$ cat src/rtl/clk_div_n.sv
// clk_div_n: runtime-programmable modulo-N clock-enable divider with a ~50 % square output.
// Latency: all outputs are registered. The first tick after reset lands on the Nth enabled edge.
//          A new divisor takes effect at the next wrap, or at once on sync_clr.
// Backpressure: none. en gates counting, and loads are shadowed until a period boundary.
//
// Ports:
//   clk, reset    clock; asynchronous active-high reset
//   en            count enable
//   sync_clr      synchronous phase restart; has priority over en
//   div_load      load request for div_in
//   div_in        new divisor (0 is rejected and flagged on err)
//   tick          one-cycle strobe at each period wrap
//   sq            square wave, high for ceil(N/2) of every N counts
//   count         current phase, 0..N-1
//   div_cur       divisor currently in force
//   err           one-cycle strobe after a rejected (zero) load
module clk_div_n #(
    parameter int WIDTH       = 8,
    parameter int DEFAULT_DIV = 3
) (
    input  logic             clk,
    input  logic             reset,
    input  logic             en,
    input  logic             sync_clr,
    input  logic             div_load,
    input  logic [WIDTH-1:0] div_in,
    output logic             tick,
    output logic             sq,
    output logic [WIDTH-1:0] count,
    output logic [WIDTH-1:0] div_cur,
    output logic             err
);

    logic [WIDTH-1:0] count_q, count_d;
    logic [WIDTH-1:0] div_q, div_d;
    logic [WIDTH-1:0] pend_div_q, pend_div_d;
    logic             pend_vld_q, pend_vld_d;
    logic             tick_q, tick_d;
    logic             sq_q, sq_d;
    logic             err_q, err_d;

    logic             load_ok;
    logic             eff_vld;
    logic [WIDTH-1:0] eff_div;
    logic             wrap;
    logic [WIDTH:0]   half_n;

    // A valid load on this clock is treated as already pending, so a load on
    // the wrap or clear clock is applied at that boundary.
    assign load_ok = div_load && (div_in != '0);
    assign eff_vld = pend_vld_q || load_ok;
    assign eff_div = load_ok ? div_in : pend_div_q;
    assign wrap    = (count_q == div_q - 1'b1);

    always_comb begin
        count_d    = count_q;
        div_d      = div_q;
        pend_div_d = pend_div_q;
        pend_vld_d = pend_vld_q;
        tick_d     = 1'b0;
        sq_d       = sq_q;
        err_d      = div_load && (div_in == '0);
        half_n     = '0;

        if (load_ok) begin
            pend_div_d = div_in;
            pend_vld_d = 1'b1;
        end

        if (sync_clr) begin
            count_d = '0;
            if (eff_vld) begin
                div_d      = eff_div;
                pend_vld_d = 1'b0;
            end
            // Count 0 is always in the high half, because N is at least 1.
            sq_d = 1'b1;
        end else if (en) begin
            if (wrap) begin
                count_d = '0;
                tick_d  = 1'b1;
                if (eff_vld) begin
                    div_d      = eff_div;
                    pend_vld_d = 1'b0;
                end
            end else begin
                count_d = count_q + 1'b1;
            end
            // ceil(N/2) needs one extra bit so that N = 2^WIDTH-1 does not overflow.
            half_n = ({1'b0, div_d} + 1'b1) >> 1;
            sq_d   = ({1'b0, count_d} < half_n);
        end
    end

    always_ff @(posedge clk or posedge reset) begin
        if (reset) begin
            count_q    <= '0;
            div_q      <= WIDTH'(DEFAULT_DIV);
            pend_div_q <= '0;
            pend_vld_q <= 1'b0;
            tick_q     <= 1'b0;
            sq_q       <= 1'b0;
            err_q      <= 1'b0;
        end else begin
            count_q    <= count_d;
            div_q      <= div_d;
            pend_div_q <= pend_div_d;
            pend_vld_q <= pend_vld_d;
            tick_q     <= tick_d;
            sq_q       <= sq_d;
            err_q      <= err_d;
        end
    end

    assign tick    = tick_q;
    assign sq      = sq_q;
    assign count   = count_q;
    assign div_cur = div_q;
    assign err     = err_q;

endmodule

$ cat config.mk
export PLATFORM = sky130hd
export DESIGN_NAME = clk_div_n
export DESIGN_NICKNAME = d
export VERILOG_FILES = /design/src/rtl/clk_div_n.sv
export SDC_FILE = /design/constraint.sdc
export NUM_CORES = 1
export LEC_CHECK = 0
export ABC_AREA = 1
export BUFFER_PORTS_ARGS = -buffer_cell sky130_fd_sc_hd__buf_2
export CORE_ASPECT_RATIO = 1.5
export CORE_UTILIZATION = 35
export DETAILED_ROUTE_END_ITERATION = 10
export SETUP_SLACK_MARGIN = 0.2
export SLEW_MARGIN = 20
export SYNTH_ARGS = -nofsm -noshare
export SYNTH_HDL_FRONTEND = slang
export SYNTH_SLANG_ARGS = --single-unit
$ cat constraint.sdc
create_clock -name clk -period 3.8 [get_ports clk]
set_input_delay 0.57 -clock clk [delete_from_list [all_inputs] [get_ports clk]]
set_output_delay 0.57 -clock clk [all_outputs]
set_load 0.01 [all_outputs]
==> implementation parameters <==
Parameter                              Value

Synth
  Post-synth net total ... 355
  Number of instances in the synthesized netlist ... roughly 330
  Primary flip-flop cell chosen by synthesis mapping ... sky130_fd_sc_hd__dfrtp_1
  Yosys warns ... 0
  Post-synthesis cell area ... approximately 2200 um^2
  Count of cell types in the netlist ... 31
  Sequential-to-total area share from yosys stat ... 32.4%
  Share of synthesized registers carrying an async set or reset ... between 90% and 100%
  Synthesis-stage register bit count ... 28
  Post-Syn Area per Cell ... between 6 and 7 um^2
  Number of enable flip-flop cells after synthesis ... 0

Timing
  Final cycle utilization of the critical path ... 89.7%
  Final-report setup violation count ... 0
  Final Hold Violating Endpoints ... 0
  Actual slew at the worst max-slew pin ... between 700 and 800 ps
  Min cycle time layout ... between 3000 and 4000 ps
  Max-slew violation count ... 0
  Maximum clock frequency ... between 200 and 300 MHz
  Unrepaired setup endpoints after global routing ... false
  Max_slew headroom ... ~47%
  Final-layout setup total negative slack ... 0 ps
  Worst clock skew ... 8.45 ps
  Minimum setup slack in the final design ... approximately 390 ps

Floorplan
  Die ar. ... ~6500 um^2
  Number of cell rows ... 34
  Vertical die dimension ... a little under 100 um
  Core outline area ... about 6000 um^2
  Top-Level Pins ... 32
  Effective utilization at floorplan ... between 30% and 40%
  Die X ... between 60 and 70 um

Route
  Count of routing violations after the opening detailed-route iteration ... 66
  Avg WL per Cell ... roughly 13 um
  DRC Markers ... 0
  Remaining antenna violation count after routing ... 0
  Routed vias ... 2,181
  Detailed Route WL ... 5.80 mm
  Number of iterations in the first detailed-routing pass ... 4
  Mean number of vias per cell ... 4.98

Critical path
  Critical Path End Type ... flip-flop
  Arrival time reported for the critical path endpoint ... 3630 ps
  Worst endpoint required time ... about 4000 ps
  Startpoint types ... flip-flop
  Crit Path Category ... flip-flop to flip-flop
  Maximum fanout count along the critical path ... 5

Clock network
  Worst-case clock buffer depth ... 2
  CTS Sinks ... 28
  Clock tree from TritonCTS ... yes
  Clock slew seen by the registers of the worst setup and hold paths ... 100 ps
  Clk Tree Root Cell ... sky130_fd_sc_hd__clkbuf_8
  Total CTS buffers ... 3
  H-tree Lvls ... 1
  Number of hold buffers added after CTS ... 0
  Clock latency reported for the late side of the worst-skew pair ... around 280 ps

Layout
  Count of filler cells inserted in the layout ... 656
  Register area ... between 700 and 800 um^2
  N_diodes ... 0
  Area of combinational cells with multiple inputs ... roughly 1200 um^2
  Share of layout cells above drive strength 1 ... a little under a fifth
  Synthesis-to-layout area growth ... 16.9%
  Nets ... between 300 and 400

Power and ir drop
  Power per cell area ... 366 nW/um^2
  Worst vdd ir ... about 0.00015 V
  Static leakage power ... 0.00145 uW

Job
  Number of violations of the max-capacitance limit ... 0

Global routing
  Antenna violations before repair ... 0
  Remaining Overflow, GRT ... 0
  Global-route wire length before repair ... roughly 9.2 mm
  Total Routing Usage GR ... around a fifth
  Pin count of the biggest net entering global routing ... 29
  Via count of the first global-routing pass ... roughly 2.0k

Run status
  Result of the run ... complete, no violations

Place
  Pre-CTS WS ... about 100 ps
  Sum of net half-perimeters after detailed placement ... approximately 4.5 mm
  Final weighted congestion in routability-driven placement ... ~0.93
  IO Port Bufs ... 31

Min path
  Hold WC Path Type ... primary input to async pin
==> metal layers <==
metal / GRT usage (%) / share of wire [%] / vias to the layer above
met4: 10.1 / 3.9 / 0
met5: 0 / 0 / -
met2: 34.2 / 52 / 47
met3: 1.97 / 2.3 / 18
met1: 20.3 / 42 / 1000
li1: - / - / 1116
==> worst max-delay path, cell delays in order (launching register included) <==
cell and delay (ps):
sky130_fd_sc_hd__dfstp_2 570, sky130_fd_sc_hd__inv_1 110, sky130_fd_sc_hd__ha_1 270, sky130_fd_sc_hd__nand2_2 120, sky130_fd_sc_hd__nor2_2 50, sky130_fd_sc_hd__nand2_1 90
sky130_fd_sc_hd__nand2_1 60, sky130_fd_sc_hd__nand3_1 80, sky130_fd_sc_hd__nand2_1 60, sky130_fd_sc_hd__nor2_1 230, sky130_fd_sc_hd__nand2_2 190, sky130_fd_sc_hd__buf_4 180
sky130_fd_sc_hd__nand2_1 90, sky130_fd_sc_hd__o21ai_4 80, sky130_fd_sc_hd__inv_2 70, sky130_fd_sc_hd__nor2_2 40, sky130_fd_sc_hd__nand4_1 100, sky130_fd_sc_hd__nand2_1 80
sky130_fd_sc_hd__ha_1 290, sky130_fd_sc_hd__a21oi_1 180, sky130_fd_sc_hd__nor2_1 70, sky130_fd_sc_hd__a2111oi_2 210, sky130_fd_sc_hd__nand2_1 80, sky130_fd_sc_hd__nand2_1 50
==> kinds of logic after synthesis <==
group	after synthesis	synth area share [%]
AO/OA/AOI/OAI	45	13.0
XOR/XNOR	7	2.82
adder cells (fa/ha/maj)	10	5.76
buffers and inverters	67	12.3
flip-flops	28	32.4
AND/OR/NAND/NOR	175	33.7
==> metrics by stage <==
| step | total power, uW | area [um^2] | utilization (%) | instances | hold slack [ps] |
|---|---|---|---|---|---|
| 6_report | 929 | 2540 | 43.2 | 438 | 330 |
| 5_1_grt | 1000 | 2540 | 43.2 | 438 | 383 |
| 4_1_cts | 919 | 2460 | 41.9 | 434 | 494 |
| 3_5_place_dp | 679 | 2390 | 40.7 | 430 | 472 |
| 3_3_place_gp | 676 | 2390 | 40.7 | 430 | 457 |
| 2_1_floorplan | 590 | 2170 | - | 332 | 445 |
==> registers in the layout, summed over array words and instances, names as in the netlist <==
name,flops
pend_vld_q,1
div_cur,8
count,8
sq,1
err,1
tick,1
pend_div_q,8
==> power breakdown <==
group | total (uW) | internal [uW] | switching, uW
Sequential | 356 | 326 | 30.1
Clock | 238 | 141 | 97.0
Combinational | 335 | 117 | 217
==> cells in the final DEF, fill, tap and decap left out, drive strengths merged, types with 4 or more instances in the layout <==
master	synthesis	layout
dfrtp	26	26
o22ai	12	12
ha	10	10
nand3	19	19
o21ai	23	23
xor2	7	7
inv	59	59
nand2	114	115
nor2	33	33
nor3	4	4
buf	5	36
==> synthesized netlist by cell type, types with 2 or more instances <==
cell type | number | area [um^2]
sky130_fd_sc_hd__nor2_1 | 27 | 101
sky130_fd_sc_hd__o21ai_2 | 5 | 43.8
sky130_fd_sc_hd__nand2_2 | 5 | 31.3
sky130_fd_sc_hd__nand2_1 | 109 | 409
sky130_fd_sc_hd__clkbuf_1 | 2 | 7.51
sky130_fd_sc_hd__nand3_1 | 18 | 90.1
sky130_fd_sc_hd__o21ai_0 | 17 | 85.1
sky130_fd_sc_hd__nand4_1 | 3 | 18.8
sky130_fd_sc_hd__ha_1 | 10 | 125
sky130_fd_sc_hd__inv_1 | 53 | 199
sky130_fd_sc_hd__o21a_1 | 2 | 15.0
sky130_fd_sc_hd__nor2_2 | 6 | 37.5
sky130_fd_sc_hd__nor3_1 | 4 | 20.0
sky130_fd_sc_hd__inv_2 | 6 | 22.5
sky130_fd_sc_hd__o32ai_1 | 3 | 26.3
sky130_fd_sc_hd__xor2_1 | 7 | 61.3
sky130_fd_sc_hd__o22ai_1 | 12 | 75.1
sky130_fd_sc_hd__buf_4 | 2 | 15.0
sky130_fd_sc_hd__a21oi_1 | 3 | 15.0
sky130_fd_sc_hd__dfstp_2 | 2 | 52.6
sky130_fd_sc_hd__dfrtp_1 | 26 | 651
==> final timing paths <==
check	cells after the start	slack, ps	start	to
min in group clk	2	480	pend_div_q[1]	pend_div_q[1]
hold / removal	2	330	reset	pend_div_q[2]
setup / recovery	23	390	div_cur[1]	sq
hold reg to reg	2	480	pend_div_q[1]	pend_div_q[1]
setup reg to reg	23	390	div_cur[1]	sq
max in group asynchronous	2	3080	reset	pend_vld_q
==> cell type report <==
type / instances / area share [%]
clock buffer: 3 / 1.63
clock inverter: 1 / 1.18
inverter: 60 / 8.88
multi-input combinational: 238 / 49.0
sequential: 28 / 27.7
tap: 72 / 3.55
timing repair buffer: 36 / 8.09
==> timing repair <==
action,in CTS,in global routing
resized for setup,0,7
setup buffers,0,3
endpoints found under the hold margin,0,0
endpoints found under the setup margin,0,1
Power figures use the tool's default switching activity.
